`src/rtl/mem_arbiter_pkg.sv`:
```
// Shared types for the unified-memory arbiter.
// Shared by the arbiter top and anything that inspects its state.
package mem_arbiter_pkg;

    localparam int WORD_W = 32;

    typedef enum logic [1:0] {
        IDLE,
        BUSY_I,
        BUSY_D
    } arb_state_t;

    typedef enum logic {
        FETCH,
        DATA
    } owner_t;

    function automatic owner_t owner_of(arb_state_t s);
        return (s == BUSY_D) ? DATA : FETCH;
    endfunction

endpackage

```
`src/rtl/mem_arbiter.sv`:
```
// Single-ported memory arbiter between instruction fetch and MEM stage.
// Data wins by default; a saturating counter forces fetch through.
module mem_arbiter
    import mem_arbiter_pkg::*;
#(
    parameter int STARVE_MAX = 4
) (
    input  logic              clk,
    input  logic              reset,

    input  logic              i_req,
    input  logic [WORD_W-1:0] i_addr,
    output logic [WORD_W-1:0] i_rdata,
    output logic              i_valid,
    output logic              i_stall,

    input  logic              d_req,
    input  logic              d_we,
    input  logic [WORD_W-1:0] d_addr,
    input  logic [WORD_W-1:0] d_wdata,
    output logic [WORD_W-1:0] d_rdata,
    output logic              d_valid,
    output logic              d_stall,

    output logic              m_req,
    output logic              m_we,
    output logic [WORD_W-1:0] m_addr,
    output logic [WORD_W-1:0] m_wdata,
    input  logic [WORD_W-1:0] m_rdata,
    input  logic              m_ack
);

    localparam int SW = (STARVE_MAX < 1) ? 1 : $clog2(STARVE_MAX + 1);
    localparam logic [SW-1:0] SMAX = SW'(STARVE_MAX);

    arb_state_t    state_q;
    arb_state_t    state_d;
    logic [SW-1:0] starve_q;
    logic [SW-1:0] starve_d;
    logic          grant_d;
    logic          grant_i;
    logic          done;
    owner_t        owner;

    assign i_stall = i_req && !i_valid;
    assign d_stall = d_req && !d_valid;

    always_ff @(posedge clk or posedge reset) begin
        if (reset) begin
            state_q  <= IDLE;
            starve_q <= '0;
        end else begin
            state_q  <= state_d;
            starve_q <= starve_d;
        end
    end

    always_comb begin
        state_d  = state_q;
        starve_d = starve_q;
        grant_d  = 1'b0;
        grant_i  = 1'b0;
        done     = 1'b0;
        owner    = owner_of(state_q);
        unique case (state_q)
            IDLE: begin
                // Fetch only preempts data once the counter has saturated.
                if (d_req && !(i_req && starve_q == SMAX)) begin
                    grant_d = 1'b1;
                    state_d = BUSY_D;
                    if (!i_req) begin
                        starve_d = '0;
                    end else if (starve_q != SMAX) begin
                        starve_d = starve_q + SW'(1);
                    end
                end else if (i_req) begin
                    grant_i  = 1'b1;
                    state_d  = BUSY_I;
                    starve_d = '0;
                end
            end
            BUSY_I, BUSY_D: begin
                if (m_ack) begin
                    done    = 1'b1;
                    state_d = IDLE;
                end
            end
            default: state_d = IDLE;
        endcase
    end

    always_ff @(posedge clk or posedge reset) begin
        if (reset) begin
            m_req   <= 1'b0;
            m_we    <= 1'b0;
            m_addr  <= '0;
            m_wdata <= '0;
            i_rdata <= '0;
            d_rdata <= '0;
            i_valid <= 1'b0;
            d_valid <= 1'b0;
        end else begin
            i_valid <= 1'b0;
            d_valid <= 1'b0;
            if (grant_d) begin
                m_req   <= 1'b1;
                m_we    <= d_we;
                m_addr  <= d_addr;
                m_wdata <= d_wdata;
            end else if (grant_i) begin
                m_req   <= 1'b1;
                m_we    <= 1'b0;
                m_addr  <= i_addr;
                m_wdata <= '0;
            end else if (done) begin
                m_req <= 1'b0;
                unique case (owner)
                    FETCH: begin
                        i_rdata <= m_rdata;
                        i_valid <= 1'b1;
                    end
                    DATA: begin
                        if (!m_we) begin
                            d_rdata <= m_rdata;
                        end
                        d_valid <= 1'b1;
                    end
                    default: ;
                endcase
            end
        end
    end

endmodule

```
`config.mk`:
```
export PLATFORM = sky130hd
export DESIGN_NAME = mem_arbiter
export DESIGN_NICKNAME = d
export VERILOG_FILES = /design/src/rtl/mem_arbiter_pkg.sv /design/src/rtl/mem_arbiter.sv
export SDC_FILE = /design/constraint.sdc
export NUM_CORES = 1
export LEC_CHECK = 0
export CORE_ASPECT_RATIO = 1.1
export CORE_MARGIN = 8
export CORE_UTILIZATION = 44
export CTS_CLUSTER_SIZE = 12
export DETAILED_ROUTE_END_ITERATION = 10
export PLACE_DENSITY = 0.93
export SYNTH_ARGS = -nofsm -noshare
export SYNTH_HDL_FRONTEND = slang
export SYNTH_SLANG_ARGS = --single-unit
```
`constraint.sdc`:
```
create_clock -name clk -period 15.6 [get_ports clk]
set_input_delay 4.68 -clock clk [delete_from_list [all_inputs] [get_ports clk]]
set_output_delay 4.68 -clock clk [all_outputs]
set_load 0.05 [all_outputs]
```
==> metrics.md, run 1 <==
| Metric | Value |
|---|---|
| Max Root-Sink Buffers | 2 |
| Row count | 43 |
| Fin. max-slew vios | 0 |
| H-tree depth | 4 |
| Fin cells | 863 |
| Grt ovf | 0 |
| Slew headroom | 0.121 |
| Net Count, Synth | 575 |
| Fin crit share | 0.718 |
| Warnings, synthesis | 0 |
| Ports | 268 |
| Synth top area share | 0.615 |
| Critical path endpoint | d_stall |
| Required @ worst endpoint | 10920 ps |
| Outcome | complete, no violations |
| Worst Setup SP | d_req |
| Final setup violation count | 0 |
| Critical setup path kind | in -> out |
| Setup TNS | 0 ps |
| First-pass GRT wire length | 28.5 mm |
| Clk sinks | 137 |
| Initial Util | 0.447 |
| Num CTS Buffers | 17 |
| Reg-to-reg startpoint | starve_q[0]$_DFFE_PP0P_ |
| Initial antenna violation count | 0 |
| Number of diodes | 0 |
| Worst reg-to-reg setup slack | 12430 ps |
| DRT Wirelength | 18.3 mm |
| R2R depth | 5 |
| Mapped cell area | 5580 um^2 |
| Area Growth Syn to Fin | 58.9% |
| Worst Path Arrival | 6530 ps |
| Most frequent cells in the layout | clkdlybuf4s50_1, dfrtp_1, nand2_1 |
| Fmax | 89.2 MHz |
| Maximum Capacitance Violations | 0 |
| Startpoint types | input pin |
| Register bit count reported by yosys | 137 |
| Total GRT Usage | 0.221 |
| Core Area | 12500 um^2 |
| EDFF count, synth | 0 |
| Global placement routability congestion | 0.851 |
| CTS root buf | clkbuf_16 |
| Unrepaired setup endpoints after global routing | false |
| Vias | 4697 |
| Sequential-to-total area share from yosys stat | 0.615 |
| Later-pin clock latency in the skew report | 420 ps |
| Placed instance count | 831 |
| Post-DP HPWL | 13.2 mm |
| Post-synth ARST share | 1.00 |
| Post-CTS Setup Inserts | 0 |
| Cells resized by post-CTS repair | 0 |
| Die H | 134 um |
| Ranking of synthesized cells by area | dfrtp_1, mux2_2, a22o_1 |
| NumNets Final | 831 |
| Hold Path Class | reg -> reg |
| CP endpoint kind | output port |
| Distinct cells, synth | 31 |
| Origin of the worst min-delay path | m_req$_DFFE_PP0P_ |
| Slew @ Worst Pin | 1310 ps |
| Placed inst area | 8330 um^2 |
| Clk_skew | 9.92 ps |
| Wirelength per Cell | 21.2 um |
| Port-buffer cells | 267 |
| Vias in the first global route | 5256 |
| First-pass DRT Iterations | 5 |
| Finished Cell Area | 8860 um^2 |
| Die ar. | 16500 um^2 |
| Post-route ant nets | 0 |
| Post-Synthesis Cells | 437 |
| Die Wd | 123 um |
| Post-synthesis average cell area | 12.8 um^2 |
| Tmin final | 11210 ps |
| Commonest non-fill, non-tap cell in the layout | clkdlybuf4s50_1 |
| # DRC | 0 |
| Hold-fix buffers, CTS | 0 |
| Main flop type after synthesis | dfrtp_1 |
| R2r endpoint | starve_q[1]$_DFFE_PP0P_ |
| Worst IR Drop VDD | 0.194 mV |
| Reg clk slew, reported paths | 60 ps |
| Drt initial violations | 252 |
| Synth area leader | dfrtp_1 |
| Maximum fanout along the worst path | 41 |
| Vias per cell | 5.44 |
| Share of layout cells above drive strength 1 | 0.146 |
| Fin. Hold Viols | 0 |
| TritonCTS clock tree | yes |
| PwrDens | 258 nW/um^2 |
| P_leak | 3.70 nW |
| Largest net degree at the start of global routing | 74 |
[cell usage after synthesis (2+ instances only)]
cell type and n:
a22o_1 33, a32o_1 2, buf_2 4, buf_6 5, clkbuf_1 27, dfrtp_1 137
ha_1 4, inv_1 6, mux2_1 4, mux2_2 60, nand2_1 68, nand2b_1 2
nand3b_1 2, nand4_1 32, nor2_1 2, nor2b_1 2, o211ai_1 32, o21ai_0 2
[sequential cells by signal, summed over array words and instances, names as in the netlist]
register and count:
starve_q 3, m_addr 32, m_we 1, i_rdata 32
state_q 2, d_rdata 32, m_req 1, i_valid 1
m_wdata 32, d_valid 1
[worst min-delay path by stage]
stage                                         end  slack [ps]  cells after the start
after global placement          m_req$_DFFE_PP0P_         470                      2
after global routing        m_addr[1]$_DFFE_PP0P_         520                      2
after detailed placement        m_req$_DFFE_PP0P_         480                      2
after floorplan           starve_q[1]$_DFFE_PP0P_         490                      1
final                           m_req$_DFFE_PP0P_         490                      2
after CTS                 d_rdata[23]$_DFFE_PP0P_         500                      1
[area by class of cell]
type	count	area, um^2
timing repair buffer	274	2730
fill	833	3620
clock buffer	18	429
tap	157	196
sequential	137	3430
multi-input combinational	257	1960
clock inverter	14	101
inverter	6	27.5
[cells by family after synthesis]
family,synth area share
buffers and inverters,0.0366
AO/OA/AOI/OAI,0.109
adder cells (fa/ha/maj),0.00898
flip-flops,0.615
multiplexers,0.129
AND/OR/NAND/NOR,0.102
[through the flow]
stage | setup slack [ps] | hold WS, ps | total power (W) | utilization
after global routing | 4320 | 515 | 0.00239 | 0.710
final | 4390 | 488 | 0.00229 | 0.710
after global placement | 4390 | 467 | 0.00190 | 0.668
after CTS | 4410 | 495 | 0.00231 | 0.710
after detailed placement | 4410 | 476 | 0.00194 | 0.668
after floorplan | 4950 | 491 | 0.00147 | -
[power breakdown]
part / total [W] / switching [W] / internal [W]
Clock: 0.000357 / 0.000155 / 0.000203
Combinational: 0.00131 / 0.000857 / 0.000455
Sequential: 0.000622 / 0.0000981 / 0.000524
[layer usage]
layer,GRT usage,part of all wire,vias up
li1,-,-,2102
met1,0.223,0.34,2306
met2,0.385,0.52,245
met3,0.0937,0.11,44
met4,0.0978,0.036,0
met5,0,0,-
[worst max-delay path, stage by stage]
cell	delay [ps]
clkdlybuf4s50_1	460
buf_4	390
nor2b_1	180
clkdlybuf4s50_1	810
Power figures use the tool's default switching activity.
==> run 2, diff against run 1 <==
- CORE_UTILIZATION: 44 -> 37
- PLACE_DENSITY: 0.93 -> 0.84
- clock period: 15.6 -> 9.7 ns (I/O delays scaled with it)
==> run 2 against run 1 <==
  * Hold slack gained 3.5 ps
  * Clock skew fell by 3.0 ps
  * Via count is 0.60% lower
  * Final area up 1.0%
  * Combinational power grew 61%
  * Largest power group unchanged
  * Flip-flop and latch count stayed put
  * Register-to-register slack worse by 5600 ps
  * Setup slack lost 2200 ps
  * Non-clock buffer count unchanged
  * Sequential power is 60% higher
  * Die area up 16%
  * Cell count rose by 4.8%
==> metrics.md, run 2 (synthesized netlist as in run 1, its figures left out) <==
| Metric | Value |
|---|---|
| Slew @ Worst Pin | 1310 ps (about the same) |
| PwrDens | 415 nW/um^2 (was 258 nW/um^2) |
| Wirelength per Cell | 20.4 um (was 21.2 um) |
| CTS root buf | clkbuf_16 (unchanged) |
| H-tree depth | 4 (unchanged) |
| NumNets Final | 831 (unchanged) |
| Share of layout cells above drive strength 1 | 0.147 (was 0.146) |
| Post-DP HPWL | 13.4 mm (was 13.2 mm) |
| Unrepaired setup endpoints after global routing | false (unchanged) |
| Worst stage delay on the critical path | 810 ps (about the same) |
| Slew headroom | 0.129 (was 0.121) |
| Grt ovf | 0 (unchanged) |
| Hold Path Class | reg -> reg (unchanged) |
| CP dominant cell by count | clkdlybuf4s50_1 (unchanged) |
| Critical-path top delay cell | clkdlybuf4s50_1 (unchanged) |
| Fin. Hold Viols | 0 (unchanged) |
| TritonCTS clock tree | yes (unchanged) |
| CP Cell Sequence | clkdlybuf4s50_1 > nor2b_1 > clkdlybuf4s50_1 (was clkdlybuf4s50_1 > buf_4 > nor2b_1 > clkdlybuf4s50_1) |
| Fmax | 133 MHz |
| M1 GR Usage | 0.210 (was 0.223) |
| Ports | 268 (unchanged) |
| Die Wd | 133 um (was 123 um) |
| Finished Cell Area | 8950 um^2 (was 8860 um^2) |
| Post-route ant nets | 0 (unchanged) |
| Final setup violation count | 0 (unchanged) |
| Initial antenna violation count | 0 (unchanged) |
| Max Root-Sink Buffers | 2 (unchanged) |
| Total GRT Usage | 0.190 (was 0.221) |
| DRT Wirelength | 18.4 mm (was 18.3 mm) |
| Maximum Capacitance Violations | 0 (unchanged) |
| M3 GR Usage | 0.0811 (was 0.0937) |
| Setup TNS | 0 ps (unchanged) |
| P_leak | 3.74 nW (was 3.70 nW) |
| Num CTS Buffers | 17 (unchanged) |
| Worst Path Buf+Inv | 2 (was 3) |
| Most frequent cells in the layout | clkdlybuf4s50_1, dfrtp_1, nand2_1 (unchanged) |
| Startpoint types | input pin (unchanged) |
| First-pass GRT wire length | 28.7 mm (was 28.5 mm) |
| Met2 Use GR | 0.318 (was 0.385) |
| First-pass DRT Iterations | 4 (was 5) |
| Area Growth Syn to Fin | 60.6% (was 58.9%) |
| Worst IR Drop VDD | 0.262 mV (was 0.194 mV) |
| GR peak layer | met2 (unchanged) |
| Vias per cell | 5.16 (was 5.44) |
| Origin of the worst min-delay path | i_rdata[23]$_DFFE_PP0P_ (was m_req$_DFFE_PP0P_) |
| Hold-fix buffers, CTS | 0 (unchanged) |
| Worst reg-to-reg setup slack | 6800 ps (was 12430 ps) |
| # DRC | 0 (unchanged) |
| R2R depth | 7 (was 5) |
| Total Power | 0.00372 W (was 0.00229 W) |
| Row count | 47 (was 43) |
| Reg-to-reg startpoint | state_q[0]$_DFFE_PP0P_ (was starve_q[0]$_DFFE_PP0P_) |
| Placed inst area | 8380 um^2 (was 8330 um^2) |
| CP endpoint kind | output port (unchanged) |
| Outcome | complete, no violations (unchanged) |
| Commonest non-fill, non-tap cell in the layout | clkdlybuf4s50_1 (unchanged) |
| Hold EP | i_rdata[23]$_DFFE_PP0P_ (was m_req$_DFFE_PP0P_) |
| Die ar. | 19300 um^2 (was 16500 um^2) |
| Critical setup path kind | in -> out (unchanged) |
| Later-pin clock latency in the skew report | 410 ps (was 420 ps) |
| CP delay by family, top | buffers and inverters (unchanged) |
| Port-buffer cells | 267 (unchanged) |
| Largest net degree at the start of global routing | 77 (was 74) |
| Post-CTS Setup Inserts | 0 (unchanged) |
| Tmin final | 7540 ps |
| R2r endpoint | d_rdata[2]$_DFFE_PP0P_ (was starve_q[1]$_DFFE_PP0P_) |
| Reg clk slew, reported paths | 60 ps (about the same) |
| Maximum fanout along the worst path | 9 (was 41) |
| Core Area | 14900 um^2 (was 12500 um^2) |
| Required @ worst endpoint | 6790 ps (was 10920 ps) |
| Fin crit share | 0.778 |
| Fin. max-slew vios | 0 (unchanged) |
| Drt initial violations | 212 (was 252) |
| Cells resized by post-CTS repair | 0 (unchanged) |
| Initial Util | 0.375 (was 0.447) |
| Clk_skew | 6.95 ps (was 9.92 ps) |
| Clk sinks | 137 (unchanged) |
| Vias | 4669 (was 4697) |
| Worst Path Arrival | 4630 ps (was 6530 ps) |
| Global placement routability congestion | 0.848 (was 0.851) |
| Vias in the first global route | 5072 (was 5256) |
| Die H | 145 um (was 134 um) |
| Hold depth | 1 (was 2) |
==> run 2: area by class of cell <==
class	count	area (um^2)
Antenna cell	2	5.00
Clock buffer	19	443
Clock inverter	13	120
Fill cell	1181	5920
Inverter	6	27.5
Multi-Input combinational cell	257	1960
Sequential cell	137	3430
Tap cell	196	245
Timing Repair Buffer	274	2730
==> run 2: metal layers <==
layer | up-vias | part of all wire
met4 | 0 | 0.020
met2 | 223 | 0.50
met5 | - | 0
met1 | 2322 | 0.38
met3 | 22 | 0.10
li1 | 2102 | -
==> run 2: power by group <==
| group | internal, W | total [W] | switching [W] | leakage (nW) |
|---|---|---|---|---|
| Combinational | 0.000732 | 0.00211 | 0.00138 | 1.76 |
| Sequential | 0.000842 | 0.000994 | 0.000152 | 1.70 |
| Clock | 0.000362 | 0.000617 | 0.000255 | 0.282 |
==> run 2: metrics by stage <==
| stage | std cells | setup slack (ps) | hold slack [ps] | utilization |
|---|---|---|---|---|
| after floorplan | 437 | 2590 | 491 | - |
| after global placement | 870 | 2180 | 470 | 0.563 |
| after detailed placement | 870 | 2160 | 480 | 0.563 |
| after CTS | 902 | 2170 | 492 | 0.601 |
| after global routing | 902 | 2120 | 505 | 0.602 |
| final | 904 | 2160 | 492 | 0.602 |
==> run 2: worst max path at each step <==
| stage | start | end | slack (ps) | cells after the start |
|---|---|---|---|---|
| finish | i_req | i_stall | 2160 | 3 |
| global route | i_req | i_stall | 2120 | 3 |
| CTS | i_req | i_stall | 2170 | 3 |
| detailed placement | i_req | i_stall | 2160 | 3 |
| global placement | i_req | i_stall | 2180 | 3 |
| floorplan | d_req | d_stall | 2590 | 3 |
